**config.mk**
```make
export PLATFORM = sky130hd
export DESIGN_NAME = ptt_sequencer
export DESIGN_NICKNAME = d
export VERILOG_FILES = /design/src/rtl/ptt_seq_pkg.sv /design/src/rtl/ptt_tick_gen.sv /design/src/rtl/ptt_sequencer.sv
export SDC_FILE = /design/constraint.sdc
export NUM_CORES = 1
export LEC_CHECK = 0
export ABC_AREA = 1
export ABC_CLOCK_PERIOD_IN_PS = 2400
export CAP_MARGIN = 20
export CORE_ASPECT_RATIO = 0.9
export CORE_UTILIZATION = 60
export CTS_CLUSTER_SIZE = 12
export DETAILED_ROUTE_END_ITERATION = 16
export PLACE_DENSITY = 0.79
export SETUP_SLACK_MARGIN = 0.2
export SYNTH_ARGS = -nofsm -noshare
export SYNTH_HDL_FRONTEND = slang
export SYNTH_HIERARCHICAL = 1
export SYNTH_SLANG_ARGS = --single-unit
```
**constraint.sdc**
```tcl
create_clock -name clk -period 2.4 [get_ports clk]
set_input_delay 0.48 -clock clk [delete_from_list [all_inputs] [get_ports clk]]
set_output_delay 0.48 -clock clk [all_outputs]
set_load 0.01 [all_outputs]
```
**src/rtl/ptt_seq_pkg.sv**
```systemverilog
`default_nettype none
// ============================================================================
//  Module      : ptt_seq_pkg
//  Description : Shared definitions for the PTT changeover sequencer:
//                FSM state encoding, default timing constants and a small
//                width helper used to size internal counters.
//  Ports       : none (package)
//  Revision    : 1.0 - initial release
// ============================================================================
package ptt_seq_pkg;

    localparam int STATE_W = 3;

    typedef enum logic [STATE_W-1:0] {
        ST_IDLE    = 3'd0,
        ST_KEYUP   = 3'd1,
        ST_TX      = 3'd2,
        ST_KEYDN   = 3'd3,
        ST_LOCKOUT = 3'd4
    } state_t;

    // Defaults for a 48 MHz system clock.
    localparam int C_DEF_PRESCALE  = 1024;
    localparam int C_DEF_N_STEP    = 3;
    localparam int C_DEF_STEP_DLY  = 9375;
    localparam int C_DEF_TMR_W     = 16;
    localparam int C_DEF_DEB_TICKS = 47;
    localparam int C_DEF_TOT_TICKS = 0;
    localparam int C_DEF_TOT_W     = 28;

    // Bits needed to hold 0..count-1; never less than one bit.
    function automatic int width_of(input int count);
        return (count > 1) ? $clog2(count) : 1;
    endfunction

endpackage
`default_nettype wire

```
**src/rtl/ptt_tick_gen.sv**
```systemverilog
`default_nettype none
// ============================================================================
//  Module      : ptt_tick_gen
//  Description : Free-running prescaler producing a one-clock timing tick
//                every PRESCALE clocks. The first tick appears PRESCALE
//                clocks after reset is released.
//  Ports       : clk  - system clock
//                rst  - synchronous active-high reset
//                tick - one-clock tick pulse
//  Revision    : 1.0 - initial release
// ============================================================================
import ptt_seq_pkg::*;

module ptt_tick_gen #(
    parameter int PRESCALE = C_DEF_PRESCALE
) (
    input  logic clk,
    input  logic rst,
    output logic tick
);

    localparam int              CNT_W  = width_of(PRESCALE);
    localparam logic [CNT_W-1:0] C_LAST = CNT_W'(PRESCALE - 1);

    logic [CNT_W-1:0] r_cnt;

    always_ff @(posedge clk) begin
        if (rst) begin
            r_cnt <= '0;
        end else if (r_cnt == C_LAST) begin
            r_cnt <= '0;
        end else begin
            r_cnt <= r_cnt + 1'b1;
        end
    end

    // Decoded straight from the counter register, so it is glitch-free and
    // lasts exactly one clock per prescale period.
    assign tick = (r_cnt == C_LAST);

endmodule
`default_nettype wire

```
**src/rtl/ptt_sequencer.sv**
```systemverilog
`default_nettype none
// ============================================================================
//  Module      : ptt_sequencer
//  Description : TX/RX changeover sequencer. N_STEP control lines assert in
//                ascending order on key-up and release in descending order
//                on key-down, followed/preceded by the TX enable. Includes
//                PTT synchroniser and debounce, abort mid-sequence, transmit
//                time-out with lockout, and immediate fault shutdown.
//  Ports       : clk     - system clock
//                rst     - synchronous active-high reset
//                ptt_i   - asynchronous PTT request
//                fault_i - synchronous fault request (level)
//                seq_o   - sequenced control lines (bit 0 first on, last off)
//                tx_o    - transmit enable, high only in TX
//                busy_o  - high whenever the FSM is not idle
//                tot_o   - time-out / fault lockout indication
//                state_o - current FSM state
//  Revision    : 1.0 - initial release
// ============================================================================
import ptt_seq_pkg::*;

module ptt_sequencer #(
    parameter int PRESCALE  = C_DEF_PRESCALE,
    parameter int N_STEP    = C_DEF_N_STEP,
    parameter int STEP_DLY  = C_DEF_STEP_DLY,
    parameter int TMR_W     = C_DEF_TMR_W,
    parameter int DEB_TICKS = C_DEF_DEB_TICKS,
    parameter int TOT_TICKS = C_DEF_TOT_TICKS,
    parameter int TOT_W     = C_DEF_TOT_W
) (
    input  logic               clk,
    input  logic               rst,
    input  logic               ptt_i,
    input  logic               fault_i,
    output logic [N_STEP-1:0]  seq_o,
    output logic               tx_o,
    output logic               busy_o,
    output logic               tot_o,
    output logic [STATE_W-1:0] state_o
);

    localparam int K_W   = width_of(N_STEP);
    localparam int DEB_W = width_of(DEB_TICKS);

    localparam logic [K_W-1:0]   C_K_LAST      = K_W'(N_STEP - 1);
    localparam logic [TMR_W-1:0] C_STEP_RELOAD = TMR_W'(STEP_DLY - 1);
    localparam logic [DEB_W-1:0] C_DEB_LAST    = DEB_W'(DEB_TICKS - 1);
    localparam logic [TOT_W-1:0] C_TOT_LIMIT   = TOT_W'(TOT_TICKS);
    localparam logic             C_TOT_ENABLE  = (TOT_TICKS != 0);

    // ------------------------------------------------------------------
    // Timing tick
    // ------------------------------------------------------------------
    logic w_tick;

    ptt_tick_gen #(
        .PRESCALE (PRESCALE)
    ) u_tick_gen (
        .clk  (clk),
        .rst  (rst),
        .tick (w_tick)
    );

    // ------------------------------------------------------------------
    // Synchroniser and debounce
    // ------------------------------------------------------------------
    logic             r_sync1;
    logic             r_sync2;
    logic             r_ptt_db;
    logic [DEB_W-1:0] r_deb_cnt;
    logic             w_db_nxt;

    // The FSM acts on the value the debouncer is about to accept, so a
    // change of PTT is acted on in the very tick that accepts it.
    assign w_db_nxt = (w_tick && (r_sync2 != r_ptt_db) && (r_deb_cnt == C_DEB_LAST))
                      ? r_sync2 : r_ptt_db;

    always_ff @(posedge clk) begin
        if (rst) begin
            r_sync1   <= 1'b0;
            r_sync2   <= 1'b0;
            r_ptt_db  <= 1'b0;
            r_deb_cnt <= '0;
        end else begin
            r_sync1 <= ptt_i;
            r_sync2 <= r_sync1;
            if (w_tick) begin
                r_ptt_db <= w_db_nxt;
                if ((r_sync2 == r_ptt_db) || (r_deb_cnt == C_DEB_LAST)) begin
                    r_deb_cnt <= '0;
                end else begin
                    r_deb_cnt <= r_deb_cnt + 1'b1;
                end
            end
        end
    end

    // ------------------------------------------------------------------
    // Sequencer FSM
    // ------------------------------------------------------------------
    state_t            r_state;
    logic              r_busy;
    logic [N_STEP-1:0] r_seq;
    logic              r_tx;
    logic              r_tot;
    logic [K_W-1:0]    r_k;
    logic [TMR_W-1:0]  r_timer;
    logic [TOT_W-1:0]  r_tot_cnt;

    logic [N_STEP-1:0] w_bit_k;
    logic [N_STEP-1:0] w_bit_next;
    logic [TOT_W-1:0]  w_tot_inc;
    logic              w_timeout;

    assign w_bit_k    = N_STEP'(1) << r_k;
    // Only used while r_k < N_STEP-1, so r_k+1 always fits in K_W bits.
    assign w_bit_next = N_STEP'(1) << (r_k + K_W'(1));
    assign w_tot_inc  = (&r_tot_cnt) ? r_tot_cnt : r_tot_cnt + 1'b1;
    assign w_timeout  = C_TOT_ENABLE && (w_tot_inc == C_TOT_LIMIT);

    always_ff @(posedge clk) begin
        if (rst) begin
            r_state   <= ST_IDLE;
            r_busy    <= 1'b0;
            r_seq     <= '0;
            r_tx      <= 1'b0;
            r_tot     <= 1'b0;
            r_k       <= '0;
            r_timer   <= '0;
            r_tot_cnt <= '0;
        end else if (fault_i) begin
            // Hard shutdown: no orderly release of the lines.
            r_state <= ST_LOCKOUT;
            r_busy  <= 1'b1;
            r_seq   <= '0;
            r_tx    <= 1'b0;
            r_tot   <= 1'b1;
        end else if (w_tick) begin
            case (r_state)
                ST_IDLE: begin
                    if (w_db_nxt) begin
                        r_seq   <= N_STEP'(1);
                        r_k     <= '0;
                        r_timer <= C_STEP_RELOAD;
                        r_state <= ST_KEYUP;
                        r_busy  <= 1'b1;
                    end
                end

                ST_KEYUP: begin
                    if (!w_db_nxt) begin
                        // Abort: release from the highest line already on.
                        r_timer <= C_STEP_RELOAD;
                        r_state <= ST_KEYDN;
                    end else if (r_timer == '0) begin
                        if (r_k != C_K_LAST) begin
                            r_k     <= r_k + K_W'(1);
                            r_seq   <= r_seq | w_bit_next;
                            r_timer <= C_STEP_RELOAD;
                        end else begin
                            r_tx      <= 1'b1;
                            r_tot_cnt <= '0;
                            r_state   <= ST_TX;
                        end
                    end else begin
                        r_timer <= r_timer - 1'b1;
                    end
                end

                ST_TX: begin
                    r_tot_cnt <= w_tot_inc;
                    if (!w_db_nxt || w_timeout) begin
                        r_tx    <= 1'b0;
                        r_k     <= C_K_LAST;
                        r_timer <= C_STEP_RELOAD;
                        r_state <= ST_KEYDN;
                        // An operator release on the same tick is a normal
                        // key-down, not a time-out.
                        if (w_db_nxt) begin
                            r_tot <= 1'b1;
                        end
                    end
                end

                ST_KEYDN: begin
                    if (r_timer == '0) begin
                        r_seq <= r_seq & ~w_bit_k;
                        if (r_k == '0) begin
                            if (r_tot) begin
                                r_state <= ST_LOCKOUT;
                            end else begin
                                r_state <= ST_IDLE;
                                r_busy  <= 1'b0;
                            end
                        end else begin
                            r_k     <= r_k - K_W'(1);
                            r_timer <= C_STEP_RELOAD;
                        end
                    end else begin
                        r_timer <= r_timer - 1'b1;
                    end
                end

                ST_LOCKOUT: begin
                    r_seq <= '0;
                    r_tx  <= 1'b0;
                    // Re-arm only once the operator has dropped PTT.
                    if (!w_db_nxt) begin
                        r_tot   <= 1'b0;
                        r_state <= ST_IDLE;
                        r_busy  <= 1'b0;
                    end
                end

                default: begin
                    r_state <= ST_IDLE;
                    r_busy  <= 1'b0;
                    r_seq   <= '0;
                    r_tx    <= 1'b0;
                    r_tot   <= 1'b0;
                end
            endcase
        end
    end

    assign seq_o   = r_seq;
    assign tx_o    = r_tx;
    assign busy_o  = r_busy;
    assign tot_o   = r_tot;
    assign state_o = r_state;

endmodule
`default_nettype wire

```
; ---- Word-level counts from Yosys, hierarchy flattened
; Index checks and enable logic that the tools add are counted.
; Widths: inputs -> output; s select.
[totals]
regBits = 46
in_bits = 4
output_inout_bits = 9
word_cells = 130
[op_classes]
n_addsub = 5
n_eq_ne = 33
shifts = 2
n_mux = 50
n_bitwise = 6
reduce_logical = 21
[ops]
columns = op, n
row1 = $mux 16, 7
row2 = $pmux 16 s4, 1
row3 = $mux 3, 15
row4 = $ne 3x3->1 const B, 9
row5 = $ne 2x2->1 const B, 11
row6 = $reduce_and 7->1, 3
row7 = $logic_not 16->1, 1
row8 = $reduce_and 8->1, 2
row9 = $sub 16x1->16 const B, 1
row10 = $pmux 3 s5, 1
row11 = $mux 2, 7
row12 = $mux 1, 13
row13 = $ne 4x4->1 const B, 3
row14 = $pmux 3 s4, 1
row15 = $add 10x1->10 const B, 1
row16 = $eq 10x10->1 const B, 1
row17 = $reduce_and 10->1, 1
row18 = $pmux 2 s4, 1
row19 = $reduce_or 2->1, 4
row20 = $add 6x1->6 const B, 1
row21 = $eq 3x2->1 const B, 2
row22 = $eq 6x6->1 const B, 1
row23 = $mux 6, 1
row24 = $reduce_and 6->1, 1
row25 = other kinds (23), 28

; ---- Longest topological paths before layout
[depth]
word_depth = 8
ltp_mapped = 15
ltp_nobuf = 15

; ---- By module
; Netlist, hierarchy kept.
[by_module_without_submodules]
columns = mod, instances, cells_each, area_per_inst_um2, seq_area_each_um2
row1 = ptt_sequencer, 1, 389, 2422.3, 720.7
row2 = ptt_tick_gen, 1, 59, 461.7, 200.2

; ---- Least setup slack after synthesis
; Ideal clock, no wire load.
[synth_path]
kind = flip-flop to flip-flop
startpoint = register u_tick_gen.r_cnt[0]
endpoint = register r_timer[14]
setup_time_ps = 114
t_arrival_ps = 1907
required_ps = 2286
slack_ps = 380
path_stages_with_launch = 14
n_path_buf = 1
period_less_slack_ps = 2020
cell_sequence = dfxtp_1 > ha_1 > nand2_1 > nor2_2 > nand3b_2 > inv_1 > nand4_2 > nand2_4 > inv_2 > nand3_4 > nand3_4 > buf_8 > a21oi_1 > nor2_1
[synth_between]
elab_chain_len = 6
elab_cells_between_ends = 10
classes_between = 4 x eq/ne / 3 x mux / 3 x reduce/logical
[synth_lines]
columns = item, line
row1 = from (decl), ptt_tick_gen.sv:25  ; logic [CNT_W-1:0] r_cnt;
row2 = from (signal assigned), ptt_tick_gen.sv:33  ; r_cnt <= r_cnt + 1'b1;
row3 = $eq 10x10->1 (*), ptt_tick_gen.sv:39  ; assign tick = (r_cnt == C_LAST);
row4 = net w_tick, ptt_sequencer.sv:54  ; logic w_tick;
row5 = $logic_and 1x1->1 (2 in series), ptt_sequencer.sv:75  ; assign w_db_nxt = (w_tick && (r_sync2 != r_ptt_db) && (r_deb_cnt == C_DEB_LAST))
row6 = $mux 1, ptt_sequencer.sv:76  ; ? r_sync2 : r_ptt_db;
row7 = "$ne 4x4->1 (no source line), or another cell as far along", --
row8 = $reduce_and 7->1 (no source line) or $pmux 16 s4 (tied branches), --
row9 = to (signal assigned), ptt_sequencer.sv:166  ; r_timer <= r_timer - 1'b1;
row10 = to (signal assigned), ptt_sequencer.sv:200  ; r_timer <= r_timer - 1'b1;
row11 = to (decl), ptt_sequencer.sv:107  ; logic [TMR_W-1:0] r_timer;
; Mark *: on every way through the listed nets, which the timed path passes. The rest lies on a longest branch.
; A chain may end at the register's enable or synchronous reset.

; ---- Final worst setup path
[layout_path]
startpoint = register u_tick_gen.r_cnt[0]
endpoint = register r_seq[2] (netlist: seq_o[2])
[layout_between]
elab_chain_len = 6
elab_cells_between_ends = 7
classes_between = 3 x eq/ne / 1 x mux / 3 x reduce/logical
[layout_lines]
columns = item, line
row1 = $eq 10x10->1 (*), ptt_tick_gen.sv:39
row2 = net w_tick, ptt_sequencer.sv:54
row3 = $logic_and 1x1->1 (2 in series), ptt_sequencer.sv:75
row4 = $mux 1, ptt_sequencer.sv:76
row5 = $ne 2x2->1 (no source line), --
row6 = $reduce_and 7->1 (no source line) (*), --
row7 = to (signal assigned), ptt_sequencer.sv:158  ; r_seq <= r_seq | w_bit_next;
row8 = to (signal assigned), ptt_sequencer.sv:187  ; r_seq <= r_seq & ~w_bit_k;
row9 = to (decl), ptt_sequencer.sv:103  ; logic [N_STEP-1:0] r_seq;
; Marks and branches as above.

==> out/qor.csv <==
stage,metric,value,unit
synth,post-synthesis mux area share,0,%
synth,Post-Synth XOR/XNOR Area,4.252,%
die,Die ar.,5088,µm²
route,DRC viols,0,
cells_and_area,ratio of cells with drive above 1 in the final layout,12.37,%
worst_hold_path,HP Class,register to register,
grt,vias in the first global route,2405,
route,routed via count,2917,
grt,met1 Resource Use GR,34.69,%
cells_and_area,Antenna Cells,0,
clocking,"Hold-fix buffers, CTS",0,
pwr,power per cell area,409.9,nW/µm²
cells_and_area,area grow syn2layout,15.88,%
clocking,Clock transition at path regs,0.10,ns
place,DP HPWL,4750,µm
pwr,Final Power,1.370,mW
sta,final worst slack,0.3035,ns
worst_setup_path,critical path class,register to register,
synth,"Seq/Total Area, Yosys",31.93,%
place,Placed Area,3083,µm²
grt,layer with the highest usage,met2,
worst_setup_path,WP data required,2.62,ns
synth,Synth Area in Simple Gates,44.69,%
route,Routed Antenna Nets,0,
sta,Rel. slew slack,59.28,%
sta,fmax,477.0,MHz
sta,RSZ-0062 raised after global routing,no,
sta,fin. max-slew vios,0,
sta,Least-Margin Pin Slew,0.6061,ns
synth,Compound-Gate Fraction of Synth Area,6.898,%
sta,setup_tns,0,ns
worst_setup_path,startpoint class of the critical path,register,
route,WL/cell,12.70,µm
synth,post-synthesis cell area,2884,µm²
sta,Final min period,2.097,ns
status,status,completed,
sta,"Setup violations, final",0,
grt,gr usage total,26.39,%
grt,first-pass GRT wire length,10360,µm
synth,synth warn,6,
grt,GR Util met2,43.24,%
sta,Tcrit/Tclk final,87.36,%
cells_and_area,post-layout util,73.50,%
grt,met3 Use GR,4.627,%
worst_setup_path,CP endpoint kind,register,
grt,largest net degree at the start of global routing,20,
worst_setup_path,flop-to-flop setup slack,0.30,ns
synth,Mapped Cells,448,
route,TritonRoute pass-1 iters,5,
clocking,CTS tree,done,
synth,synth unique cells,35,
job,max-cap viol count,0,
pwr,worst IR drop on VDD,0.3754,mV
die,Die X-Extent,75.08,µm
cells_and_area,"Design Area, Final",3342,µm²
clocking,TritonCTS Buffers,5,
synth,fraction of the mapped netlist area in adder cells,4.338,%
cells_and_area,# nets final,490,
grt,antenna violations before repair,0,
sta,clock skew,0.01088,ns
worst_setup_path,crit-path max FO,9,
synth,"Avg Cell Area, Syn",6.438,µm²
clocking,CTS sink cnt,46,
grt,grt total ovfl,0,
worst_setup_path,Critical Path AT,2.31,ns
clocking,clk buf depth,2,
place,pre-CTS setup slack,0.1220,ns
die,Die H,67.77,µm
route,WL final,6843,µm
synth,Post-Syn Nets,462,
die,Core ar.,4547,µm²
clocking,H-Tree Depth,2,
die,initial core utilization,63.43,%
synth,Yosys reg bits,46,
die,I/O pin cnt,13,
place,Final GP Congestion,0.9397,
sta,final hold vios,0,
die,cell row count,23,
clocking,Root Driver,clkbuf_8,
route,Via density,5.412,
pwr,leakage power,1.506,nW
clocking,Clock Latency Late Sink,0.31,ns
place,Port Buffers,12,
synth,largest family of logic cells by synthesized area,simple AND/OR/NAND/NOR gates,
route,Initial DRC Count,240,
==> layout by cell type (no fill, tap or decap), types with 6 or more instances in the layout <==
master             n
nor2_1           106
xor2_1             8
buf_4             12
nand2_1          103
dfxtp_1           44
xnor2_1            6
clkdlybuf4s50_1   12
ha_1               9
nor2_4             7
nand3_1           34
nor3_1             6
inv_1             47
o21ai_0            7
a21oi_1           17
==> metrics by stage <==
step / cells / hold slack (ns)
2_1_floorplan: 448 / 0.3883
3_3_place_gp: 521 / 0.3908
3_5_place_dp: 521 / 0.3939
4_1_cts: 530 / 0.4079
5_1_grt: 539 / 0.4581
6_report: 539 / 0.4053
==> worst paths after layout <==
kind | start | to | cells past startpoint
hold / removal | r_sync1$_SDFF_PP0_ | r_sync2$_SDFF_PP0_ | 2
setup / recovery | u_tick_gen/r_cnt[0]$_SDFF_PP0_ | seq_o[2]$_SDFFE_PP0P_ | 14
hold reg to reg | r_sync1$_SDFF_PP0_ | r_sync2$_SDFF_PP0_ | 2
setup reg to reg | u_tick_gen/r_cnt[0]$_SDFF_PP0_ | seq_o[2]$_SDFFE_PP0P_ | 14
==> logic make-up (layout without fill, tap and decap cells) <==
| group | after synthesis | in the layout |
|---|---|---|
| AND/OR/NAND/NOR | 286 | 288 |
| flip-flops | 46 | 46 |
| adder cells (fa/ha/maj) | 10 | 10 |
| AO/OA/AOI/OAI | 35 | 35 |
| XOR/XNOR | 14 | 14 |
| buffers and inverters | 57 | 84 |
==> per-layer routing <==
layer | vias to the layer above | routed length (µm)
met3 | 13 | 356
li1 | 1462 | -
met1 | 1334 | 3165
met4 | 0 | 106
met2 | 108 | 3215
met5 | - | 0
==> area by class of cell <==
| class | count | area (µm²) |
|---|---|---|
| multi-input cells | 347 | 1831 |
| fillers | 406 | 1205 |
| flip-flops and latches | 46 | 925.9 |
| repair buffers | 25 | 221.5 |
| inverters | 51 | 193.9 |
| well taps | 62 | 77.57 |
| clock buffers | 5 | 68.82 |
| clock inverters | 3 | 23.77 |
==> where the power goes <==
| part | total (mW) | leakage (nW) | switching, mW | internal, mW |
|---|---|---|---|---|
| combinational | 0.0850 | 1.09 | 0.0513 | 0.0338 |
| clock | 0.503 | 0.0408 | 0.294 | 0.209 |
| sequential | 0.782 | 0.373 | 0.00966 | 0.773 |
==> cells in the mapped netlist, drive strengths merged <==
cell type / n / area share (%)
and2: 2 / 0.48
nand2: 111 / 15
nor4: 1 / 0.22
a211oi: 1 / 0.26
a31oi: 2 / 0.43
dfxtp: 46 / 32
nor3: 6 / 1.0
buf: 3 / 0.87
xor2: 8 / 2.4
xnor2: 6 / 1.8
nand4: 5 / 1.3
inv: 50 / 6.5
nand3: 41 / 8.7
clkbuf: 3 / 0.39
nor2: 116 / 17
clkinv: 1 / 0.13
a21boi: 1 / 0.26
nand3b: 4 / 1.2
ha: 10 / 4.3
a21oi: 19 / 3.7
o211ai: 2 / 0.52
o21ai: 10 / 1.7
==> state kept, by name, indices dropped and copies added, names as in the netlist, 2 cells and up <==
| name | flops |
|---|---|
| r_timer | 16 |
| r_deb_cnt | 6 |
| r_k | 2 |
| state_o | 3 |
| seq_o | 3 |
| u_tick_gen/r_cnt | 10 |
==> what timing repair did <==
| action | CTS | global route |
|---|---|---|
| pin swaps | 2 | 4 |
| buffers inserted | 1 | 7 |
| endpoints found under the hold margin | 0 | 0 |
| gates cloned | 0 | 2 |
| setup endpoints to repair | 19 | 24 |
| resized for setup | 3 | 18 |
==> critical path: stages, from the launching register on <==
cell      delay [ns]
dfxtp_4         0.38
ha_4            0.14
nand2_1         0.08
nor2_4          0.17
nand3b_4        0.12
inv_4           0.10
nand3_2         0.10
nand2_4         0.09
nand2_4         0.10
o21ai_1         0.28
nand2_1         0.15
nor2_4          0.14
nand2_1         0.06
nand2_1         0.05
nor2_1          0.04
(Power assumes the default switching activity.)
